[src/rtl/instr_encode_loader_if.sv]
// ---------------------------------------------------------------------------
// instr_encode_loader_if
//   Bundles the field-level request channel from the boot/test host and the
//   IMEM write port driven by instr_encode_loader.
//
//   master : host side. It drives the requests and observes the status and
//            IMEM write outputs.
//   slave  : loader side. It consumes the requests and drives the status and
//            IMEM write outputs.
//
//   Signals
//     start        session start, which rewinds the address and clears err
//     valid_in     request valid
//     ready_out    loader can accept a request
//     instr_class  0 R, 1 I-ALU, 2 LW, 3 SW, 4 BEQ, 5 JAL, 6-7 illegal
//     rd/rs1/rs2   register fields
//     funct3       R / I-ALU funct3
//     funct7b5     instruction bit 30 (sub/sra/srai)
//     imm          21-bit signed immediate (byte offset for BEQ/JAL)
//     last         final request of the session
//     imem_we      one-cycle IMEM write strobe
//     imem_addr    IMEM byte address
//     imem_wdata   encoded RV32I word
//     busy         session active
//     done         one-cycle pulse after the last word
//     err          sticky error flag
// ---------------------------------------------------------------------------
interface instr_encode_loader_if #(
  parameter int ADDR_W = 32
);
  logic              start;
  logic              valid_in;
  logic              ready_out;
  logic [2:0]        instr_class;
  logic [4:0]        rd;
  logic [4:0]        rs1;
  logic [4:0]        rs2;
  logic [2:0]        funct3;
  logic              funct7b5;
  logic [20:0]       imm;
  logic              last;
  logic              imem_we;
  logic [ADDR_W-1:0] imem_addr;
  logic [31:0]       imem_wdata;
  logic              busy;
  logic              done;
  logic              err;

  modport master (
    output start, valid_in, instr_class, rd, rs1, rs2, funct3, funct7b5,
           imm, last,
    input  ready_out, imem_we, imem_addr, imem_wdata, busy, done, err
  );

  modport slave (
    input  start, valid_in, instr_class, rd, rs1, rs2, funct3, funct7b5,
           imm, last,
    output ready_out, imem_we, imem_addr, imem_wdata, busy, done, err
  );
endinterface

[src/rtl/instr_encode_loader.sv]
// ---------------------------------------------------------------------------
// instr_encode_loader
//   Encodes field-level instruction requests into 32-bit RV32I words and
//   writes them sequentially into instruction memory. One word is written
//   per accepted request. The write strobe, address and data are registered
//   and appear one cycle after the handshake.
//
//   Parameters
//     ADDR_W     width of the IMEM byte address
//     BASE_ADDR  byte address of the first word written in a session
//     DEPTH      maximum number of words written per session
//
//   Ports
//     clk    rising-edge clock
//     rst_n  asynchronous active-low reset
//     bus    instr_encode_loader_if.slave (requests in, IMEM write and status out)
//
//   Build option
//     IMM_RANGE_CHECK_EN  When this macro is defined, each immediate must fit
//                         its format: I/S signed 12 bits, B signed 13 bits and
//                         even, J even. A violating request writes nothing and
//                         sets err. When the macro is undefined, out-of-range
//                         bits are dropped and bit 0 is ignored for B/J.
// ---------------------------------------------------------------------------
module instr_encode_loader #(
  parameter int                ADDR_W    = 32,
  parameter logic [ADDR_W-1:0] BASE_ADDR = '0,
  parameter int                DEPTH     = 64
) (
  input  logic                   clk,
  input  logic                   rst_n,
  instr_encode_loader_if.slave   bus
);

  localparam int             CNT_W   = $clog2(DEPTH + 1);
  localparam logic [CNT_W-1:0] DEPTH_C = CNT_W'(DEPTH);

  localparam logic [2:0] CLS_R    = 3'd0;
  localparam logic [2:0] CLS_IALU = 3'd1;
  localparam logic [2:0] CLS_LW   = 3'd2;
  localparam logic [2:0] CLS_SW   = 3'd3;
  localparam logic [2:0] CLS_BEQ  = 3'd4;
  localparam logic [2:0] CLS_JAL  = 3'd5;

  localparam logic [6:0] OP_R    = 7'b0110011;
  localparam logic [6:0] OP_I    = 7'b0010011;
  localparam logic [6:0] OP_LW   = 7'b0000011;
  localparam logic [6:0] OP_SW   = 7'b0100011;
  localparam logic [6:0] OP_BEQ  = 7'b1100011;
  localparam logic [6:0] OP_JAL  = 7'b1101111;

  typedef enum logic [1:0] {
    ST_IDLE,
    ST_LOAD,
    ST_DONE
  } state_t;

  state_t            state_q, state_d;
  logic [CNT_W-1:0]  count_q;
  logic [ADDR_W-1:0] addr_q;
  logic              we_q;
  logic [ADDR_W-1:0] waddr_q;
  logic [31:0]       wdata_q;
  logic              err_q;

  logic        has_room;
  logic        ready;
  logic        handshake;
  logic        class_legal;
  logic        range_ok;
  logic        do_write;
  logic        overflow_req;
  logic        set_err;
  logic [31:0] enc_word;

  assign has_room = (count_q < DEPTH_C);
  assign ready    = (state_q == ST_LOAD) && has_room;

  // A start in the same cycle takes priority and discards the request.
  assign handshake    = bus.valid_in && ready && !bus.start;
  assign class_legal  = (bus.instr_class <= CLS_JAL);
  assign do_write     = handshake && class_legal && range_ok;
  assign overflow_req = (state_q == ST_LOAD) && bus.valid_in && !has_room && !bus.start;
  assign set_err      = (handshake && !(class_legal && range_ok)) || overflow_req;

`ifdef IMM_RANGE_CHECK_EN
  // The upper immediate bits must be copies of the format's sign bit.
  // Branch and jump offsets must also be even.
  always_comb begin
    range_ok = 1'b1;
    case (bus.instr_class)
      CLS_IALU, CLS_LW, CLS_SW: range_ok = (bus.imm[20:11] == {10{bus.imm[11]}});
      CLS_BEQ:                  range_ok = (bus.imm[20:12] == {9{bus.imm[12]}}) && !bus.imm[0];
      CLS_JAL:                  range_ok = !bus.imm[0];
      default:                  range_ok = 1'b1;
    endcase
  end
`else
  assign range_ok = 1'b1;
`endif

  // Field-to-word encoder. Register fields that a format does not use are
  // left at zero. For shift-right-immediate, bit 30 comes from funct7b5 so
  // that srli and srai can be told apart.
  always_comb begin
    enc_word = 32'h0;
    case (bus.instr_class)
      CLS_R: begin
        enc_word = {1'b0, bus.funct7b5, 5'b0, bus.rs2, bus.rs1, bus.funct3, bus.rd, OP_R};
      end
      CLS_IALU: begin
        enc_word = {bus.imm[11:0], bus.rs1, bus.funct3, bus.rd, OP_I};
        if (bus.funct3 == 3'b101) begin
          enc_word[30] = bus.funct7b5;
        end
      end
      CLS_LW: begin
        enc_word = {bus.imm[11:0], bus.rs1, 3'b010, bus.rd, OP_LW};
      end
      CLS_SW: begin
        enc_word = {bus.imm[11:5], bus.rs2, bus.rs1, 3'b010, bus.imm[4:0], OP_SW};
      end
      CLS_BEQ: begin
        enc_word = {bus.imm[12], bus.imm[10:5], bus.rs2, bus.rs1, 3'b000,
                    bus.imm[4:1], bus.imm[11], OP_BEQ};
      end
      CLS_JAL: begin
        enc_word = {bus.imm[20], bus.imm[10:1], bus.imm[11], bus.imm[19:12],
                    bus.rd, OP_JAL};
      end
      default: enc_word = 32'h0;
    endcase
  end

  // State register.
  always_ff @(posedge clk or negedge rst_n) begin
    if (!rst_n) begin
      state_q <= ST_IDLE;
    end else begin
      state_q <= state_d;
    end
  end

  // Session sequencing. Start restarts from any state. An accepted last
  // request ends the session even when it wrote nothing. A capacity stall
  // holds in LOAD until the next start.
  always_comb begin
    state_d = state_q;
    case (state_q)
      ST_IDLE: begin
        if (bus.start) state_d = ST_LOAD;
      end
      ST_LOAD: begin
        if (bus.start)                  state_d = ST_LOAD;
        else if (handshake && bus.last) state_d = ST_DONE;
      end
      ST_DONE: begin
        state_d = bus.start ? ST_LOAD : ST_IDLE;
      end
      default: state_d = ST_IDLE;
    endcase
  end

  // Write port and session counters. A write latched in the previous cycle
  // still completes when a start arrives, because we_q is already set. Start
  // clears err even if an error would be raised in the same cycle.
  always_ff @(posedge clk or negedge rst_n) begin
    if (!rst_n) begin
      count_q <= '0;
      addr_q  <= BASE_ADDR;
      we_q    <= 1'b0;
      waddr_q <= '0;
      wdata_q <= '0;
      err_q   <= 1'b0;
    end else begin
      we_q <= do_write;
      if (do_write) begin
        waddr_q <= addr_q;
        wdata_q <= enc_word;
      end
      if (bus.start) begin
        addr_q  <= BASE_ADDR;
        count_q <= '0;
      end else if (do_write) begin
        addr_q  <= addr_q + ADDR_W'(4);
        count_q <= count_q + CNT_W'(1);
      end
      if (bus.start) begin
        err_q <= 1'b0;
      end else if (set_err) begin
        err_q <= 1'b1;
      end
    end
  end

  assign bus.ready_out  = ready;
  assign bus.imem_we    = we_q;
  assign bus.imem_addr  = waddr_q;
  assign bus.imem_wdata = wdata_q;
  assign bus.busy       = (state_q == ST_LOAD);
  assign bus.done       = (state_q == ST_DONE);
  assign bus.err        = err_q;

endmodule

[src/flat_wrapper.sv]
// flat-port wrapper written by rule: the top's interface ports become plain ports
module instr_encode_loader_flat 
#(
  parameter int                ADDR_W    = 32,
  parameter logic [ADDR_W-1:0] BASE_ADDR = '0,
  parameter int                DEPTH     = 64
)
  (clk, rst_n, bus_start, bus_valid_in, bus_instr_class, bus_rd, bus_rs1, bus_rs2, bus_funct3, bus_funct7b5, bus_imm, bus_last, bus_ready_out, bus_imem_we, bus_imem_addr, bus_imem_wdata, bus_busy, bus_done, bus_err);
  instr_encode_loader_if #(.ADDR_W(ADDR_W)) bus_i ();
  input  logic clk;
  input  logic rst_n;
  input wire logic [$bits(bus_i.start)-1:0] bus_start;
  input wire logic [$bits(bus_i.valid_in)-1:0] bus_valid_in;
  input wire logic [$bits(bus_i.instr_class)-1:0] bus_instr_class;
  input wire logic [$bits(bus_i.rd)-1:0] bus_rd;
  input wire logic [$bits(bus_i.rs1)-1:0] bus_rs1;
  input wire logic [$bits(bus_i.rs2)-1:0] bus_rs2;
  input wire logic [$bits(bus_i.funct3)-1:0] bus_funct3;
  input wire logic [$bits(bus_i.funct7b5)-1:0] bus_funct7b5;
  input wire logic [$bits(bus_i.imm)-1:0] bus_imm;
  input wire logic [$bits(bus_i.last)-1:0] bus_last;
  output wire logic [$bits(bus_i.ready_out)-1:0] bus_ready_out;
  output wire logic [$bits(bus_i.imem_we)-1:0] bus_imem_we;
  output wire logic [$bits(bus_i.imem_addr)-1:0] bus_imem_addr;
  output wire logic [$bits(bus_i.imem_wdata)-1:0] bus_imem_wdata;
  output wire logic [$bits(bus_i.busy)-1:0] bus_busy;
  output wire logic [$bits(bus_i.done)-1:0] bus_done;
  output wire logic [$bits(bus_i.err)-1:0] bus_err;
  assign bus_i.start = bus_start;
  assign bus_i.valid_in = bus_valid_in;
  assign bus_i.instr_class = bus_instr_class;
  assign bus_i.rd = bus_rd;
  assign bus_i.rs1 = bus_rs1;
  assign bus_i.rs2 = bus_rs2;
  assign bus_i.funct3 = bus_funct3;
  assign bus_i.funct7b5 = bus_funct7b5;
  assign bus_i.imm = bus_imm;
  assign bus_i.last = bus_last;
  assign bus_ready_out = bus_i.ready_out;
  assign bus_imem_we = bus_i.imem_we;
  assign bus_imem_addr = bus_i.imem_addr;
  assign bus_imem_wdata = bus_i.imem_wdata;
  assign bus_busy = bus_i.busy;
  assign bus_done = bus_i.done;
  assign bus_err = bus_i.err;
  instr_encode_loader #(.ADDR_W(ADDR_W), .BASE_ADDR(BASE_ADDR), .DEPTH(DEPTH)) u_core (.clk(clk), .rst_n(rst_n), .bus(bus_i));
endmodule
[config.mk]
export PLATFORM = sky130hd
export DESIGN_NAME = instr_encode_loader_flat
export DESIGN_NICKNAME = d
export VERILOG_FILES = /design/src/rtl/instr_encode_loader_if.sv /design/src/rtl/instr_encode_loader.sv /design/src/flat_wrapper.sv
export SDC_FILE = /design/constraint.sdc
export NUM_CORES = 1
export LEC_CHECK = 0
export ABC_AREA = 1
export CAP_MARGIN = 20
export CORE_ASPECT_RATIO = 0.9
export CORE_UTILIZATION = 45
export CTS_CLUSTER_SIZE = 20
export DETAILED_ROUTE_END_ITERATION = 7
export PLACE_DENSITY = 0.82
export SYNTH_ARGS = -nofsm -noshare
export SYNTH_HDL_FRONTEND = slang
export SYNTH_SLANG_ARGS = --single-unit
[constraint.sdc]
create_clock -name clk -period 2 [get_ports clk]
set_input_delay 0.2 -clock clk [delete_from_list [all_inputs] [get_ports clk]]
set_output_delay 0.2 -clock clk [all_outputs]
set_load 0.02 [all_outputs]
---- Yosys cells after proc, flatten, opt, wreduce, memory -nomap -nowiden ----
Cells that the tools add are included.
operators by class
  add/subtract/negate cells ............... 2
  order comparisons ....................... 2
  equality and inequality tests ........... 10
  muxes and demuxes ....................... 13
  reductions and logical operators ........ 18
operator list
  kind                     number
  $pmux W32 S6             1
  $mux W32                 2
  $add A32 B3 Y32 const B  1
  $mux W7                  2
  $eq A3 B3 Y1 const B     3
  $logic_and A1 B1 Y1      9
  $add A7 B1 Y7 const B    1
  $lt A7 B7 Y1 const B     1
  $eq A3 B2 Y1 const B     2
  $mux W2                  3
  $pmux W2 S3              1
  $mux W1                  4
  $reduce_bool A2 Y1       2
  $eq A3 B1 Y1 const B     1
  $le A3 B3 Y1 const B     1
  $logic_not A1 Y1         3
  $logic_not A3 Y1         1
  $ne A3 B2 Y1 const B     1
  $eq A2 B1 Y1 const B     1
  $eq A2 B2 Y1 const B     1
  $logic_not A2 Y1         1
  $ne A2 B2 Y1 const B     1
  $reduce_and A2 Y1        1
  $logic_or A1 B1 Y1       1
word-level totals
  register bits after elaboration ......... 107
  input port bits ......................... 48
  output and inout port bits .............. 69
  logic and storage cells ................. 52

---- Depth between registers and ports, before layout ----
Gate-level depths: netlist of run 1.
  depth in word-level cells ............... 8
  depth in mapped cells ................... 10
  mapped depth without buffers ............ 9

---- Worst setup path after synthesis of run 1 ----
OpenSTA, ideal clock, no wires.
  path type ............................... flip-flop to flip-flop
  from .................................... reg u_core.addr_q[3]
  to ...................................... reg u_core.addr_q[24]
  setup time .............................. 0.128 ns
  data arrival time ....................... 1.282 ns
  required time ........................... 1.872 ns
  slack ................................... 0.590 ns
  cell stages (with the launch flop) ...... 9
  path buffers ............................ 0
  period minus slack after synthesis ...... 1.410 ns
  cells stage by stage .................... dfrtp_1 > ha_1 > nand2_1 > nor2_2 > nand2_1 > nor2_2 > nand2_1 > nand3_1 > o21ai_0
on the way
  word-level cells in the longest chain between the ends .. 3
ends and longest elaborated chain
  item                      RTL line                    source
  start: declaration        instr_encode_loader.sv:60   logic [ADDR_W-1:0] addr_q;
  start signal: assignment  instr_encode_loader.sv:185  addr_q <= addr_q + ADDR_W'(4);
  $add A32 B3 Y32           instr_encode_loader.sv:185
  $mux W32                  instr_encode_loader.sv:184  end else if (do_write) begin
  $mux W32                  instr_encode_loader.sv:181  if (bus.start) begin
No other way between the ends. The select of a mux whose other input is x is not followed.
A chain may end at the register's enable or synchronous reset.

---- Worst setup path after layout of run 1 ----
  from .................................... reg u_core.state_q[1]
  to ...................................... out bus_ready_out
on the way
  word-level cells in the longest chain between the ends .. 2
ends and longest elaborated chain
  item                      RTL line                    source
  start: declaration        instr_encode_loader.sv:58   state_t state_q, state_d;
  start signal: assignment  instr_encode_loader.sv:140  state_q <= state_d;
  $eq A2 B1 Y1              instr_encode_loader.sv:77   assign ready = (state_q == ST_LOAD) && has_room;
  $logic_and A1 B1 Y1       instr_encode_loader.sv:77
  end: declaration          flat_wrapper.sv:22          output wire logic [$bits(bus_i.ready_out)-1:0] bus_ready_out;
No other way between the ends.

==> results, run 1 <==
- The clock tree synthesis step divided the H-tree into 3 levels.
- Setup repair after global routing left no endpoint under its margin.
- The end of the worst register-to-register path is u_core.addr_q[24].
- For this run, the top clock speed supported by timing is 0.5504 GHz.
- In this run the worst path has a maximum fanout of 3.
- The type of the tightest min-delay check is in -> async.
- The post-route fraction of the period consumed by the critical path is approximately 91%.
- The final reports fail on DRC.
- The remaining design rule violation count is 6.
- The number of buffers on the longest clock path is 2.
- The number of vias per cell is 5.286.
- The number of port buffers is 114.
- The worst setup skew after layout is 11.51 ps.
- STA puts the critical path data required time at roughly 1800 ps.
- The count of endpoints failing hold in the final timing report is 0.
- The share of synthesized registers carrying an async set or reset is between 90% and 100%.
- Sorting the synthesized cells by how often they occur yields sky130_fd_sc_hd__nand2_1 (199), sky130_fd_sc_hd__dfrtp_1 (101), sky130_fd_sc_hd__nor2_1 (69).
- Clock-pin slew was measured on the worst setup and hold paths at 70 ps.
- The root cell of the clock tree is sky130_fd_sc_hd__clkbuf_16.
- The worst-skew pair later-pin latency is 350 ps.
- The tool flagged a number of max-cap violations equal to 0.
- The most numerous cell in the Yosys netlist is sky130_fd_sc_hd__nand2_1.
- The kind of end point of the critical path is an output pin.
- The layer with the highest usage is met2.
- 117 I/O pins were placed.
- The cell type with the highest aggregate area in the netlist is sky130_fd_sc_hd__dfrtp_1.
- Cells fill 62.81% of the core in the end.
- The total of fill cells in the finished design is 895.
- The kind of cell with the highest combined delay along the critical path is buffers and inverters.
- In this run the static leakage power is 2.958 nW.
- For this run, global-route usage on met3 was measured as 5.292%.
- Setup violations remaining at the end of the flow were counted as 0.
- The first global-routing pass estimated roughly 22 mm of wire.
- The initial standard-cell utilization of the core is 46.82%.
- The number of synthesized register bits is a little over 100.
- Yosys mapped a number of flops with a built-in enable equal to 0.
- The mean cell area of the mapped netlist is 7.889 µm².
- The full die area is 11220 µm².
- The die is between 100 and 150 µm tall.
- The number of optimization iterations in the first detailed-route pass is 7.
- The netlist area before placement is around 4900 µm².
- Synthesis produced a netlist whose cell count is 616.
- The final weighted congestion in routability-driven placement is 0.9046.
- The depth of the most critical reg-to-reg path is 8.
- The share of layout cells above drive strength 1 is 5.533%.
- The final global-route overflow total is 0.
- The post-route worst hold slack is 406.3 ps.
- The initial antenna violation count was 0.
- The average wire per standard cell is about 15 µm.
- The slowest cell on the critical path is sky130_fd_sc_hd__clkdlybuf4s50_1.
- The core region area is 10380 µm².
- The total of cells resized after clock tree synthesis is 0.
- For the pin with the worst max-slew slack, the measured transition is 627.1 ps.
- The worst reg2reg path startpoint is u_core.addr_q[3].
- The global router's overall resource usage is roughly a quarter.
- In this run the tightest slew margin relative to its limit is 58.19%.
- The critical path is of the reg -> out type.
- The flow ran to the end, but the final reports show violations.
- Entering global routing, the biggest net connects between 40 and 50 pins.
- The maximum single-stage delay on the critical path is 620 ps.
- Global routing consumed, on the met1 layer, 33.28% of the routing resources.
- The site row count is 35.
- The number of nets in the final layout is 787.
- The floorplan step set the die width to 111.5 µm.
- The accumulated negative setup slack is 0 ps.
- The routed design has between 10 and 15 mm of wire.
- After synthesis, flip-flops and latches occupy 52.01% of the total area.
- The met2 usage in global routing is around 41%.
- Ranked by total cell area, the synthesized netlist is headed by sky130_fd_sc_hd__dfrtp_1 (52%), sky130_fd_sc_hd__nand2_1 (15%), sky130_fd_sc_hd__nor2_1 (5.3%).
- Traced cell by cell, the critical path runs through inv_1 > nand2_2 > nor2_1 > clkdlybuf4s50_1.
- The area added between synthesis and finish is 34.14%.
- The count of hold-fix buffers inserted at cts is 1.
- The worst setup path is launched from a flip-flop.
- The multi-input gate area in the final layout is 2007 µm².
- The commonest register cell after synthesis is sky130_fd_sc_hd__dfrtp_1.
- The critical path crosses 4 cells after its start point.
- The share of the synthesized area in the top cell type is 52.01%.
- Across the whole layout, storage elements account for 2527 µm².
- The power consumption is 5.166 mW.
- The number of buffers and inverters on the critical path is 2.
- The number of clock buffers added by TritonCTS is 9.
- The HPWL after detailed placement is 9.557 mm.
- The final max-slew violation count is 0.
- During synthesis, Yosys emitted a total of 0 warnings.
- The via count of the first global-routing pass is 4427.
- The clock sink count is 101.
- The routed layout has 4599 vias.
- The buffers inserted during post-CTS setup optimization is 0.
- At the worst endpoint, the arrival time is 1620 ps.
- The TritonCTS clock tree is done.
- The worst path needs roughly 1800 ps of the cycle, external delays included.
- The number of antenna repair diodes is 0.
- The setup check on the worst reg-to-reg path leaves a slack of between 200 and 250 ps.
- Yosys mapped the design onto 34 distinct sky130hd cell types.
- The worst voltage drop across the vdd grid is 0.5564 mV.
- The power per unit of standard cell area is between 700 and 800 nW/µm².
- The initial detailed-routing violation count is 335.
- The count of nets left with antenna violations once routing finished came out at 0.
power breakdown:
part | leakage (nW) | internal (mW) | total (mW) | switching, mW
clock network | 0.150 | 1.09 | 1.83 | 0.737
registers | 1.34 | 2.20 | 2.30 | 0.0976
logic | 1.47 | 0.506 | 1.04 | 0.535
total | 2.96 | 3.80 | 5.17 | 1.37
cell type report:
class / count / share of cell area, %
Sequential cell: 101 / 38.77
Inverter: 52 / 2.994
Clock buffer: 11 / 3.570
Multi-Input combinational cell: 440 / 30.79
Timing Repair Buffer: 133 / 20.27
Clock inverter: 4 / 1.132
Tap cell: 129 / 2.476
cell usage in the layout (no fill, tap or decap), types with 3 or more instances in the layout:
| master | count |
|---|---|
| sky130_fd_sc_hd__a21oi_1 | 25 |
| sky130_fd_sc_hd__nor2_1 | 69 |
| sky130_fd_sc_hd__nor3_1 | 3 |
| sky130_fd_sc_hd__o21a_1 | 4 |
| sky130_fd_sc_hd__o21ai_1 | 4 |
| sky130_fd_sc_hd__buf_4 | 16 |
| sky130_fd_sc_hd__o21ai_0 | 44 |
| sky130_fd_sc_hd__nor2_2 | 4 |
| sky130_fd_sc_hd__a2bb2oi_1 | 14 |
| sky130_fd_sc_hd__dfrtp_1 | 101 |
| sky130_fd_sc_hd__buf_12 | 3 |
| sky130_fd_sc_hd__clkdlybuf4s50_1 | 113 |
| sky130_fd_sc_hd__clkbuf_16 | 9 |
| sky130_fd_sc_hd__inv_1 | 50 |
| sky130_fd_sc_hd__nand2_1 | 199 |
| sky130_fd_sc_hd__nand3_1 | 45 |
| sky130_fd_sc_hd__nand4_1 | 10 |
worst max-delay path by stage:
stage                 startpoint                 to
2_1_floorplan   u_core.addr_q[3]  u_core.addr_q[24]
3_3_place_gp        bus_valid_in  u_core.addr_q[29]
3_5_place_dp        bus_valid_in  u_core.addr_q[29]
4_1_cts        u_core.state_q[1]      bus_ready_out
5_1_grt         u_core.addr_q[3]  u_core.addr_q[30]
6_report       u_core.state_q[1]      bus_ready_out
cell families (layout without fill, tap and decap cells):
group	after synthesis	after routing	synth area share, %
flip-flops	101	101	52.01
AO/OA/AOI/OAI	98	98	11.72
other	1	2	0.07717
buffers and inverters	76	200	6.771
XOR/XNOR	1	1	0.1803
AND/OR/NAND/NOR	337	337	28.73
adder cells (fa/ha/maj)	2	2	0.5149
state kept, by name (all words and copies together), names as in the netlist:
register               flops
u_core.bus.imem_we         1
u_core.bus.imem_wdata     30
u_core.bus.imem_addr      30
u_core.state_q             2
u_core.count_q             7
u_core.addr_q             30
u_core.bus.err             1
per-stage QoR:
stage          area (µm²)  instances  setup WS [ps]
6_report             6519        870          183.1
5_1_grt              6519        870          75.56
4_1_cts              6519        870          159.5
3_5_place_dp         6202        854          135.7
3_3_place_gp         6202        854          187.6
2_1_floorplan        4863        617          590.2
per-layer routing:
metal | up-vias | wire, µm
met3 | 14 | 711
met2 | 147 | 6311
met5 | - | 0
li1 | 2230 | -
met1 | 2208 | 5943
met4 | 0 | 183
Power figures use the tool's default switching activity.
==> run 2: changes to the inputs <==
--- a/config.mk
+++ b/config.mk
@@ -5,7 +5,7 @@
 export SDC_FILE = /design/constraint.sdc
 export NUM_CORES = 1
 export LEC_CHECK = 0
-export ABC_AREA = 1
+export ABC_AREA = 0
 export CAP_MARGIN = 20
 export CORE_ASPECT_RATIO = 0.9
 export CORE_UTILIZATION = 45
==> results, run 2 <==
- The flow ran to the end, and the final reports show no timing, DRC or antenna violations.
- The total instance count after detailed placement is 741.
- The worst setup margin is 99.12 ps.
- The core region area is 10200 µm².
- The final global-route overflow total is 0.
- The count of vias placed by the detailed router is 4098.
- The final period demand of the worst path is 1901 ps.
- Using the TritonRoute via totals, the vias-per-cell ratio works out to roughly 5.4.
- The clock network fraction of total power is 33.7%.
- The commonest non-fill, non-tap cell in the layout is sky130_fd_sc_hd__nand2_1.
- The worst setup path is captured at a flip-flop.
- Counting along the longest clock path gives a buffer depth of 2.
- Prior to clock tree synthesis, the placed netlist has a worst setup slack of -67.03 ps.
- The number of nets in the final layout is 674.
- After clock tree synthesis, the clock-pin slew on the worst setup and hold paths is 70 ps.
- The total CTS buffers is 9.
- The count of endpoints failing hold in the final timing report came to 0.
- After synthesis the netlist holds a flip-flop and latch count of slightly above 100.
- The compound-cell area share of the yosys netlist is 8.871%.
- Routed signal wires occupy layers up through met4.
- Leaving out fill and tap cells, the most frequent cells in the layout are sky130_fd_sc_hd__nand2_1 (122), sky130_fd_sc_hd__clkdlybuf4s50_1 (111), sky130_fd_sc_hd__dfrtp_1 (101).
- Of all flip-flops after synthesis, the portion carrying an async set or reset was between 90% and 100%.
- Setup repair after global routing left no endpoint under its margin.
- The residual antenna-violating net count after detailed routing is 0.
- The cell type with the highest aggregate area in the netlist is sky130_fd_sc_hd__dfrtp_1.
- In this run the core area contains 35 standard-cell rows.
- The global-route wire length before repair is around 20 mm.
- The placed standard-cell area is 6057 µm².
- The estimated wirelength of the detail-placed design is 8.432 mm.
- Walking the worst path, the cells encountered are and4_1 > nand4_1 > nor4_2 > xnor2_1 > nor2_1.
- The final layout contains routed wiring with a total length of 12.03 mm.
- The type of the tightest min-delay check is in -> async.
- Sequential elements use a little over half of the synthesized area.
- Once the clock tree was built, the setup fixing pass inserted 0 buffers.
- After synthesis, the largest family of logic cells by area is simple AND/OR/NAND/NOR gates.
- The via count of the first global-routing pass was 4051.
- For this run, the top clock speed supported by timing is 0.5261 GHz.
- The clock sink count is between 100 and 150.
- Of all nets on the critical path, the largest fanout is 7.
- Counting flops with a built-in enable in the synthesized netlist gives 0.
- The initial antenna violation count was 0.
- The analysis attributes to cell leakage a power of 2.833 nW.
- The worst-skew pair later-pin latency is roughly 340 ps.
- The portion of total power attributed to sequential cells is 45.4%.
- The slack of the worst reg-to-reg path is 100 ps.
- In this design, the stage delay of the slowest critical-path cell is 500 ps.
- For this run, the leading register cell type out of synthesis is sky130_fd_sc_hd__dfrtp_1.
- The global router's overall resource usage is 23.87%.
- The data arrival time of the critical path is 2120 ps.
- The number of antenna repair diodes is 0.
- CTS built an H-tree with a depth of 3.
- The TritonCTS clock tree is done.
- The slowest cell on the critical path is sky130_fd_sc_hd__dfrtp_1.
- The mean cell area of the mapped netlist is 9.301 µm².
- The initial detailed-routing violation count is 275.
- After synthesis, the most frequently instantiated cells are sky130_fd_sc_hd__nand2_1 (122), sky130_fd_sc_hd__dfrtp_1 (101), sky130_fd_sc_hd__nor2_1 (64).
- In the finished design, the share of the clock period the worst path needs comes to 95.04%.
- In the final routed layout, each cell accounts on average for 15.89 µm.
- Cells fill between 60% and 70% of the core in the end.
- Compared with the post-synthesis result, the final layout area differs by 35.64%.
- The netlist area before placement is 4697 µm².
- Routability-driven placement finished with a final weighted congestion of 0.8342.
- Sorting the synthesized cells by area gives the leading types as sky130_fd_sc_hd__dfrtp_1 (54%), sky130_fd_sc_hd__nand2_1 (9.7%), sky130_fd_sc_hd__nor2_1 (5.1%).
- The cell count after synthesis came out at ~510.
- The post-synthesis share of cell area spent on full adders, half adders and majority gates is less than 1%.
- Per report_power, the combinational group accounts for 20.9% of the total.
- The height of the die is 98.92 µm.
- The simple logic cell fraction of the synthesized area is 27.22%.
- After detailed routing, the wire length on met1 is between 5 and 6 mm.
- The count of yosys warnings during synthesis is 0.
- The die outline width is about 110 µm.
- The full die area is 10850 µm².
- STA classifies the critical path startpoint as a flip-flop.
- The routed length on met3 is 535 µm.
- Measured against its own limit, the worst slew margin works out to 59.09%.
- The internal power of the cells totals 3.702 mW.
- The switching power of the nets is 1.369 mW.
- The worst voltage drop across the vdd grid is between 0.5 and 0.6 mV.
- For the worst setup path, the data required time is about 2200 ps.
- The cell sitting at the root of the clock tree is a sky130_fd_sc_hd__clkbuf_16.
- The portion of synthesized area spent on multiplexers is under 10%.
- The accumulated negative setup slack is 0 ps.
- The worst setup skew after layout is between 9 and 10 ps.
- After layout, the design draws a total of 5.070 mW.
- The share of the synthesized area in the top cell type is 53.81%.
- Before antenna repair, the detailed router went through 4 iterations.
- The count of final setup violators is 0.
- At the pin with the least slew margin, the transition time is 607.2 ps.
- The fraction of synthesized cell area in xor and xnor cells is 3.729%.
- 117 I/O pins were placed.
- Of the cells placed in the final design, the portion with a size suffix greater than 1 is 7.803%.
- The routed design uses 5.997 mm of met2 wire.
- The most numerous cell in the Yosys netlist is sky130_fd_sc_hd__nand2_1.
- The worst setup path is of the reg -> reg kind.
- The finished layout cell area is 6371 µm².
- The final max-slew violation count is 0.
- The largest net degree at the start of global routing is 43.
- The post-route worst hold slack is 329.5 ps.
- After the flow finishes, the layout carries non-filler instances totaling 757.
- The remaining design rule violation count is 0.
- For this design the ratio of total power to cell area is 795.8 nW/µm².
- Once the floorplan was initialized, standard cells occupied 46.03% of the core.
- The count of different cell masters after synthesis is between 40 and 50.
- The number of port buffers is 114.
- The number of max-capacitance violations reported is 0.
- Net switching is 27.00% of the power.
==> run 2: changes by cell type after synthesis, moves of 9 or more <==
cell,change
sky130_fd_sc_hd__nand2_1,-77
sky130_fd_sc_hd__inv_1,-43
sky130_fd_sc_hd__o21ai_0,-33
sky130_fd_sc_hd__nand3_1,-28
sky130_fd_sc_hd__a221oi_1,+16
sky130_fd_sc_hd__clkbuf_1,+15
sky130_fd_sc_hd__xnor2_1,+15
sky130_fd_sc_hd__a21oi_1,-14
sky130_fd_sc_hd__a2bb2oi_1,-14
sky130_fd_sc_hd__nand2b_1,+12
sky130_fd_sc_hd__buf_2,-9
sky130_fd_sc_hd__nor3_1,+9
==> run 2: kinds of logic after synthesis <==
family	count (synthesis)
xor+xnor	20
flops	101
compound gates	59
simple gates	273
other cells	1
mux	9
buf+inv	40
fa+ha+maj	2
==> run 2: power groups by stage <==
| stage | registers, mW | clock network [mW] | logic (mW) |
|---|---|---|---|
| 2_1_floorplan | 2.52 | 0 | 0.291 |
| 3_3_place_gp | 2.33 | 0 | 1.04 |
| 3_5_place_dp | 2.34 | 0 | 1.07 |
| 4_1_cts | 2.30 | 1.74 | 1.07 |
| 5_1_grt | 2.32 | 1.83 | 1.14 |
| 6_report | 2.30 | 1.71 | 1.06 |
==> run 2: metal layers <==
metal	vias to the layer above	GRT usage, %
met5	-	0
met4	0	11.18
met3	31	3.902
met2	120	38.61
met1	1990	31.29
li1	1957	-
==> run 2: cell type report <==
cell class                 count  area (µm²)
multi-input combinational    365        2006
clock inverter                 4       48.80
inverter                       8       30.03
fill                         854        3832
clock buffer                  11       242.7
sequential                   101        2527
tap                          129       161.4
timing repair buffer         139        1355
==> run 2: final timing paths <==
kind / from / endpoint / depth (start not counted)
setup reg to reg: u_core.addr_q[15] / u_core.addr_q[21] / 5
hold / removal: rst_n / u_core.bus.imem_addr[23] / 2
min in group clk: bus_imm[8] / u_core.bus.imem_wdata[28] / 3
hold reg to reg: u_core.bus.imem_wdata[28] / u_core.bus.imem_wdata[28] / 2
max in group asynchronous: rst_n / u_core.count_q[0] / 3
setup / recovery: u_core.addr_q[15] / u_core.addr_q[21] / 5
==> run 2: critical path: cells and delay by family, from the launching register on <==
family	cells	cell delay, ps
and+or+nand+nor	4	1100
DFF	1	500
xor gates and xnor gates	1	180
==> run 2: repair_timing <==
| action | in CTS | in global routing |
|---|---|---|
| pin swaps | 0 | 0 |
| resized for setup | 1 | 3 |
| setup endpoints to repair | 1 | 3 |
| hold buffers | 1 | 0 |
| hold endpoints to repair | 27 | 0 |
==> edit, RTL diff (flow settings as in run 2) <==
`ADDR_W` is set to 32 in 3 places; all go to 16.
--- a/src/rtl/instr_encode_loader_if.sv
+++ b/src/rtl/instr_encode_loader_if.sv
@@ -28,3 +28,3 @@
 interface instr_encode_loader_if #(
-  parameter int ADDR_W = 32
+  parameter int ADDR_W = 16
 );
--- a/src/rtl/instr_encode_loader.sv
+++ b/src/rtl/instr_encode_loader.sv
@@ -25,3 +25,3 @@
 module instr_encode_loader #(
-  parameter int                ADDR_W    = 32,
+  parameter int                ADDR_W    = 16,
   parameter logic [ADDR_W-1:0] BASE_ADDR = '0,
--- a/src/flat_wrapper.sv
+++ b/src/flat_wrapper.sv
@@ -3,3 +3,3 @@
 #(
-  parameter int                ADDR_W    = 32,
+  parameter int                ADDR_W    = 16,
   parameter logic [ADDR_W-1:0] BASE_ADDR = '0,
Interface: changed (resized bus_imem_addr); port bits go from 117 to 101. The function was not compared with the original's and may differ.
==> edit against run 2 <==
  * Clock power is 26% lower
  * Routed wire length is 28% lower
  * Final area is 25% lower
  * Sequential cell count is 32 lower
  * Count of clock-buffer cells in the layout is 1 lower
  * Total power is 21% lower
  * Synthesized area is 28% lower
  * Sequential power is 28% lower
  * Clock skew is 0.0020 ns lower
  * Setup slack better by 0.019 ns
  * Largest cell class unchanged
  * Largest power group unchanged
  * Highest routed layer unchanged
==> edit: results (changes against run 2) <==
- Post-synth cell types: 47 (was 49)
- Reg2reg setup slack: 0.21 ns (was 0.1 ns)
- DRT iter0 DRCs: 178 (was 275)
- Share of layout cells above drive strength 1: 9.47% (was 7.80%)
- Buffers added on ports: 98 (was 114)
- Clock root buffer: clkbuf_8 (was clkbuf_16)
- Worst setup path startpoint: u_core.state_q[1] (was u_core.addr_q[15])
- First-pass GRT wire length: 14,600 um (was 20,000 um)
- FF-to-FF path depth: 4 (was 5)
- Worst EP arrival: 1.68 ns (was 2.12 ns)
- Reg2reg end: u_core.addr_q[15] (was u_core.addr_q[21])
- Number of global-route vias before repair: 3,093 (was 4,051)
- R2R Path Start: u_core.addr_q[6] (was u_core.addr_q[15])
- Hold WS: 0.391 ns (was 0.330 ns)
- Largest net degree at the start of global routing: 70 (was 43)
- Leak Pwr: 0.00208 uW (was 0.00283 uW)
- Crit-path max FO: 4 (was 7)
- Pint: 2820 uW (was 3700 uW)
- Vias per cell: 5.47 (was 5.41)
- Max rail drop VDD: 0.523 mV (was 0.538 mV)
- Clk_skew: 0.00769 ns (was 0.00968 ns)
- Final GP Congestion: 0.773 (was 0.834)
- DP Area: 4550 um2 (was 6060 um2)
- Worst setup endpoint: bus_busy (was u_core.addr_q[21])
- Gr usage total: 23.8% (was 23.9%)
- Status: complete, no violations (unchanged)
- Register area share after synthesis: 50.9% (was 53.8%)
edit: cell count changes in the layout (fill, tap and decap cells not counted), moves of 7 or more:
| cell | run 2 | this run |
|---|---|---|
| nand3_1 | 17 | 7 |
| clkdlybuf4s50_1 | 111 | 96 |
| xnor2_1 | 15 | 1 |
| nand2b_1 | 12 | 5 |
| clkbuf_8 | 1 | 10 |
| o21ai_0 | 11 | 18 |
| a221oi_1 | 16 | 8 |
| nand2_1 | 122 | 68 |
| nor2_1 | 64 | 32 |
| a21oi_1 | 11 | 24 |
| clkbuf_16 | 9 | 0 |
| buf_4 | 23 | 15 |
| nor3_1 | 11 | 1 |
| dfrtp_1 | 101 | 69 |
edit: final cells by class:
cell class	instances	area, um2
Clock inverter	6	86.3
Timing Repair Buffer	118	1180
Multi-Input combinational cell	262	1500
Inverter	10	37.5
Tap cell	93	116
Sequential cell	69	1730
Clock buffer	10	138
Fill cell	576	2400
edit: per-stage QoR:
stage | std cells | utilization (%) | setup WS [ns]
after floorplan | 368 | - | 0.348
after global placement | 551 | 63.3 | 0.0470
after detailed placement | 551 | 63.3 | -0.0297
after CTS | 568 | 66.6 | 0.117
after global routing | 568 | 66.6 | 0.0337
final | 568 | 66.6 | 0.119
edit: power by group through the flow:
stage               registers [uW]  logic, uW  clock network, uW
floorplan                     1860        318                  0
global placement              1680       1040                  0
detailed placement            1680       1060                  0
CTS                           1660       1070               1290
global route                  1680       1130               1350
finish                        1660       1060               1270
edit: kinds of logic (layout without fill, tap and decap cells):
family	after synthesis	after routing	synth area share (%)
AO/OA/AOI/OAI	95	95	18.6
XOR/XNOR	4	4	1.03
adder cells (fa/ha/maj)	2	2	0.738
buffers and inverters	37	144	5.02
flip-flops	69	69	50.9
multiplexers	4	4	1.22
other	1	2	0.111
AND/OR/NAND/NOR	155	155	22.3
edit: routing by layer:
layer	global-route usage (%)	vias up	routed length [um]
li1	-	1496	-
met1	30.8	1520	3810
met2	39.3	79	4280
met3	5.07	14	377
met4	8.95	0	165
met5	0	-	0
edit: what timing repair did:
action | in CTS | in global routing
hold buffers | 1 | 0
endpoints found under the setup margin | 1 | 0
resized for setup | 2 | 0
endpoints found under the hold margin | 69 | 0
edit: critical path, delay by kind of cell (launching register included):
family | cells | cell delay, ns
AND/OR/NAND/NOR | 1 | 0.23
flip-flops | 1 | 0.44
buffers and inverters | 1 | 0.66
